===== src/rtl/shift_pkg.sv =====
// Shared types and constants for the iterative right-shift unit.
package shift_pkg;

  localparam int unsigned WIDTH_DEF = 8;
  localparam int unsigned SHAMT_W   = 3;

  typedef enum logic [1:0] {
    IDLE  = 2'd0,
    SHIFT = 2'd1,
    DONE  = 2'd2
  } state_t;

endpackage


===== src/rtl/shift_right_unit.sv =====
// Iterative right shifter: one bit per clock through a 2*WIDTH register,
// producing the shifted operand and the MSB-aligned bits shifted out.
module shift_right_unit
  import shift_pkg::*;
#(
  parameter int unsigned WIDTH = WIDTH_DEF
) (
  input  logic               clk,
  input  logic               reset,
  input  logic               Start,
  input  logic [WIDTH-1:0]   DataIn,
  input  logic [SHAMT_W-1:0] Shamt,
  input  logic               Arith,
  output logic               Busy,
  output logic               Done,
  output logic [WIDTH-1:0]   Result,
  output logic [WIDTH-1:0]   OvOut
);

  state_t               state, state_d;
  logic [SHAMT_W-1:0]   cnt, cnt_d;
  logic [2*WIDTH-1:0]   sr, sr_d;
  logic                 fill, fill_d;
  logic                 busy_d, done_d;
  logic                 accept;

  // State, counter, shift register and registered status flags
  always_ff @(posedge clk) begin
    if (reset) begin
      state <= IDLE;
      cnt   <= '0;
      sr    <= '0;
      fill  <= 1'b0;
      Busy  <= 1'b0;
      Done  <= 1'b0;
    end else begin
      state <= state_d;
      cnt   <= cnt_d;
      sr    <= sr_d;
      fill  <= fill_d;
      Busy  <= busy_d;
      Done  <= done_d;
    end
  end

  // Next-state, datapath update and status decode
  always_comb begin
    state_d = state;
    cnt_d   = cnt;
    sr_d    = sr;
    fill_d  = fill;
    accept  = 1'b0;
    busy_d  = 1'b0;
    done_d  = 1'b0;

    case (state)
      IDLE: begin
        if (Start) accept = 1'b1;
      end
      SHIFT: begin
        sr_d = {fill, sr[2*WIDTH-1:1]};
        if (cnt != '0) cnt_d = SHAMT_W'(cnt - SHAMT_W'(1));
        if (cnt <= SHAMT_W'(1)) state_d = DONE;
      end
      DONE: begin
        if (Start) accept = 1'b1;
        else       state_d = IDLE;
      end
      default: state_d = IDLE;
    endcase

    // Accepting clears the shifted-out half and latches the fill bit once
    if (accept) begin
      sr_d    = {DataIn, {WIDTH{1'b0}}};
      fill_d  = Arith & DataIn[WIDTH-1];
      cnt_d   = Shamt;
      state_d = (Shamt != '0) ? SHIFT : DONE;
    end

    busy_d = (state_d == SHIFT);
    done_d = (state_d == DONE);
  end

  assign Result = sr[2*WIDTH-1:WIDTH];
  assign OvOut  = sr[WIDTH-1:0];

endmodule


===== config.mk =====
export PLATFORM = sky130hd
export DESIGN_NAME = shift_right_unit
export DESIGN_NICKNAME = d
export VERILOG_FILES = /design/src/rtl/shift_pkg.sv /design/src/rtl/shift_right_unit.sv
export SDC_FILE = /design/constraint.sdc
export NUM_CORES = 1
export LEC_CHECK = 0
export ABC_AREA = 1
export CAP_MARGIN = 20
export CORE_MARGIN = 2
export CORE_UTILIZATION = 57
export CTS_BUF_LIST = sky130_fd_sc_hd__clkbuf_4 sky130_fd_sc_hd__clkbuf_8
export CTS_CLUSTER_DIAMETER = 60
export DETAILED_ROUTE_END_ITERATION = 16
export DONT_BUFFER_PORTS = 1
export GPL_TIMING_DRIVEN = 0
export PLACE_DENSITY = 0.82
export SETUP_SLACK_MARGIN = 0.2
export SYNTH_ARGS = -nofsm -noshare
export SYNTH_HDL_FRONTEND = slang
export SYNTH_SLANG_ARGS = --single-unit
export TNS_END_PERCENT = 5

===== constraint.sdc =====
create_clock -name clk -period 1.6 [get_ports clk]
set_clock_uncertainty 0.05 [all_clocks]
set_input_delay 0.16 -clock clk [delete_from_list [all_inputs] [get_ports clk]]
set_output_delay 0.16 -clock clk [all_outputs]
set_load 0.03 [all_outputs]

==> results.cfg <==
[status]
outcome = completed

[logic_synthesis]
synth_area_sq_um = 1040
synth_enable_flop_cells = 0
synth_warnings = 0
ys_seq_area_share_pct = 46.2
syn_nets = 168
synthCells = 150
syn_avg_cell_area_sq_um = 6.94
synthArstFlopShare_pct = 0
ys_seq_elements = 24
ys.flop_type = dfxtp_1
ys_types = 18

[floorplanning]
start_util_pct = 60.3
coreArea_sq_um = 1730
die_h_um = 46.7
die-area_sq_um = 2180
placementRows = 15
die_w_um = 46.7
num_io_pins = 33

[setup_path]
ff2ff_setup_slack_ns = 0.31
cp-startpoint = cnt[0]$_SDFFE_PP0P_
criticalPathCategory = register to register
cp.arrival_ns = 1.50
critPathMaxFanout = 4
startpoint_type = register
critPathCaptureType = register
critPathRequiredTime_ns = 1.81
r2r_start = cnt[0]$_SDFFE_PP0P_

[sta]
fin_tns_setup_ns = 0
slew_headroom_pct = 70.9
rsz0062_at_grt = false
fin_crit_ns = 1.29
worst_pin_slew_ns = 0.437
finalHoldViolCount = 0
finalSetupViolCount = 0
max_freq_mhz = 774
finalCritPeriodShare_pct = 80.8
drv_slew = 0

[detailed_routing]
ant_nets = 0
dr.pass1.iters = 4
wl_um = 2220
via_count = 936
drt_first_iter_violations = 47
drc = 0
via_per_inst = 5.20
routedWlPerCell_um = 12.3

[hold_path]
hold_path_class = input port to register
worstHoldStart = DataIn[5]

[cells_and_area]
drive_above_1_share_pct = 7.10
fin_area_sq_um = 1110
syn2layout_area_growth_pct = 7.09
nNetsFinal = 175
multi_input_area_sq_um = 479
fill_cells = 169
seq_area_sq_um = 480
mostFrequentLayoutCell = nand2_1
num_antenna_cells = 0
final_core_util_pct = 64.6
most-common-layout-cells = nand2_1 (59), dfxtp_1 (24), a21oi_1 (23), inv_1 (13), nor2_1 (9)
fin_cells = 180

[placement]
hpwl_um = 1600
dpl_cell_area_sq_um = 1070
gp_congestion = 0.847
io_buffer_count = 0
dp_cells = 175

[clock_tree]
cts.clk_slew.worst_paths_ns = 0.12
cts_sinks = 24
ctsResizeCount = 0
numCtsBuffers = 3
cts_buffer_depth = 2
clockRootBuffer = clkbuf_4
clk_latency_ns = 0.32
cts_max_level = 1
tritoncts = built

[grt]
grt_usage_pct = 21.7
grt_max_degree = 13
antenna_found_initial = 0
overflow = 0
grt_pass1_vias = 832
grt_pass1_wl_um = 3420

[job]
cap_viol_max_count = 0

[power]
ir_drop_mv = 0.751
p_leak_nw = 0.493
p_per_area_nw_per_um2 = 1050
## worst paths after layout
| check | to | cells after the start |
|---|---|---|
| max | cnt[0]$_SDFFE_PP0P_ | 8 |
| min | sr[13]$_SDFFE_PP0P_ | 4 |
| max reg2reg | cnt[0]$_SDFFE_PP0P_ | 8 |
| min reg2reg | fill$_SDFFE_PP0P_ | 2 |
## metrics by stage
stage / hold WS, ns / setup slack [ns] / total power [mW]
detailed placement: 0.280 / 0.352 / 0.913
global route: 0.0381 / 0.207 / 1.23
CTS: 0.0153 / 0.320 / 1.17
global placement: 0.271 / 0.408 / 0.903
finish: 0.00962 / 0.308 / 1.17
floorplan: 0.268 / 0.490 / 0.868
## worst max-delay path: stages (launching register included)
cell and delay, ns:
dfxtp_1 0.36, inv_1 0.11, ha_1 0.16, inv_1 0.04, nor2_1 0.15, nand2_1 0.07
nand2_1 0.08, nand2_1 0.06, a21oi_1 0.14
## flip-flops by register name, summed over array words and instances, names as in the netlist
signal and cells:
cnt 3, Busy 1, Done 1, state 2, fill 1, sr 16
## power by group
group	switching, mW	internal, mW	leakage [nW]
registers	0.0668	0.633	0.196
logic	0.136	0.0723	0.283
clock network	0.174	0.0883	0.0138
total	0.377	0.793	0.493
## area by class of cell
class / instances / area share (%)
flip-flops and latches: 24 / 43.1
multi-input cells: 106 / 43.0
inverters: 15 / 5.05
well taps: 25 / 2.81
plain buffers: 5 / 2.24
clock buffers: 3 / 2.02
repair buffers: 2 / 1.80
## timing repair
item / in CTS / in global routing
hold buffers: 2 / 0
endpoints found under the hold margin: 1 / 0
setup buffers: 0 / 0
## cell usage after synthesis (2+ instances only)
| master | number | area, sq um |
|---|---|---|
| nor2_1 | 9 | 33.8 |
| o21ai_0 | 3 | 15.0 |
| inv_2 | 2 | 7.51 |
| buf_2 | 2 | 10.0 |
| a21oi_1 | 23 | 115 |
| clkbuf_1 | 2 | 7.51 |
| ha_1 | 3 | 37.5 |
| nand2_1 | 59 | 221 |
| inv_1 | 13 | 48.8 |
| nand3_1 | 3 | 15.0 |
| dfxtp_1 | 24 | 480 |
## per-layer routing
metal	global-route usage [%]	share of wire, %
met5	0	0
met4	8.33	1.5
met3	5.77	8.1
met2	37.5	49
met1	25.9	42
## cells by family (layout without fill, tap and decap cells)
group,after synthesis,count (layout),synth area share [%]
and+or+nand+nor,74,74,27.8
DFF,24,24,46.2
buffers and inverters,20,25,7.81
adders and majority gates,3,3,3.61
AOI/OAI and AO/OA,29,29,14.7
(Power assumes the default switching activity.)
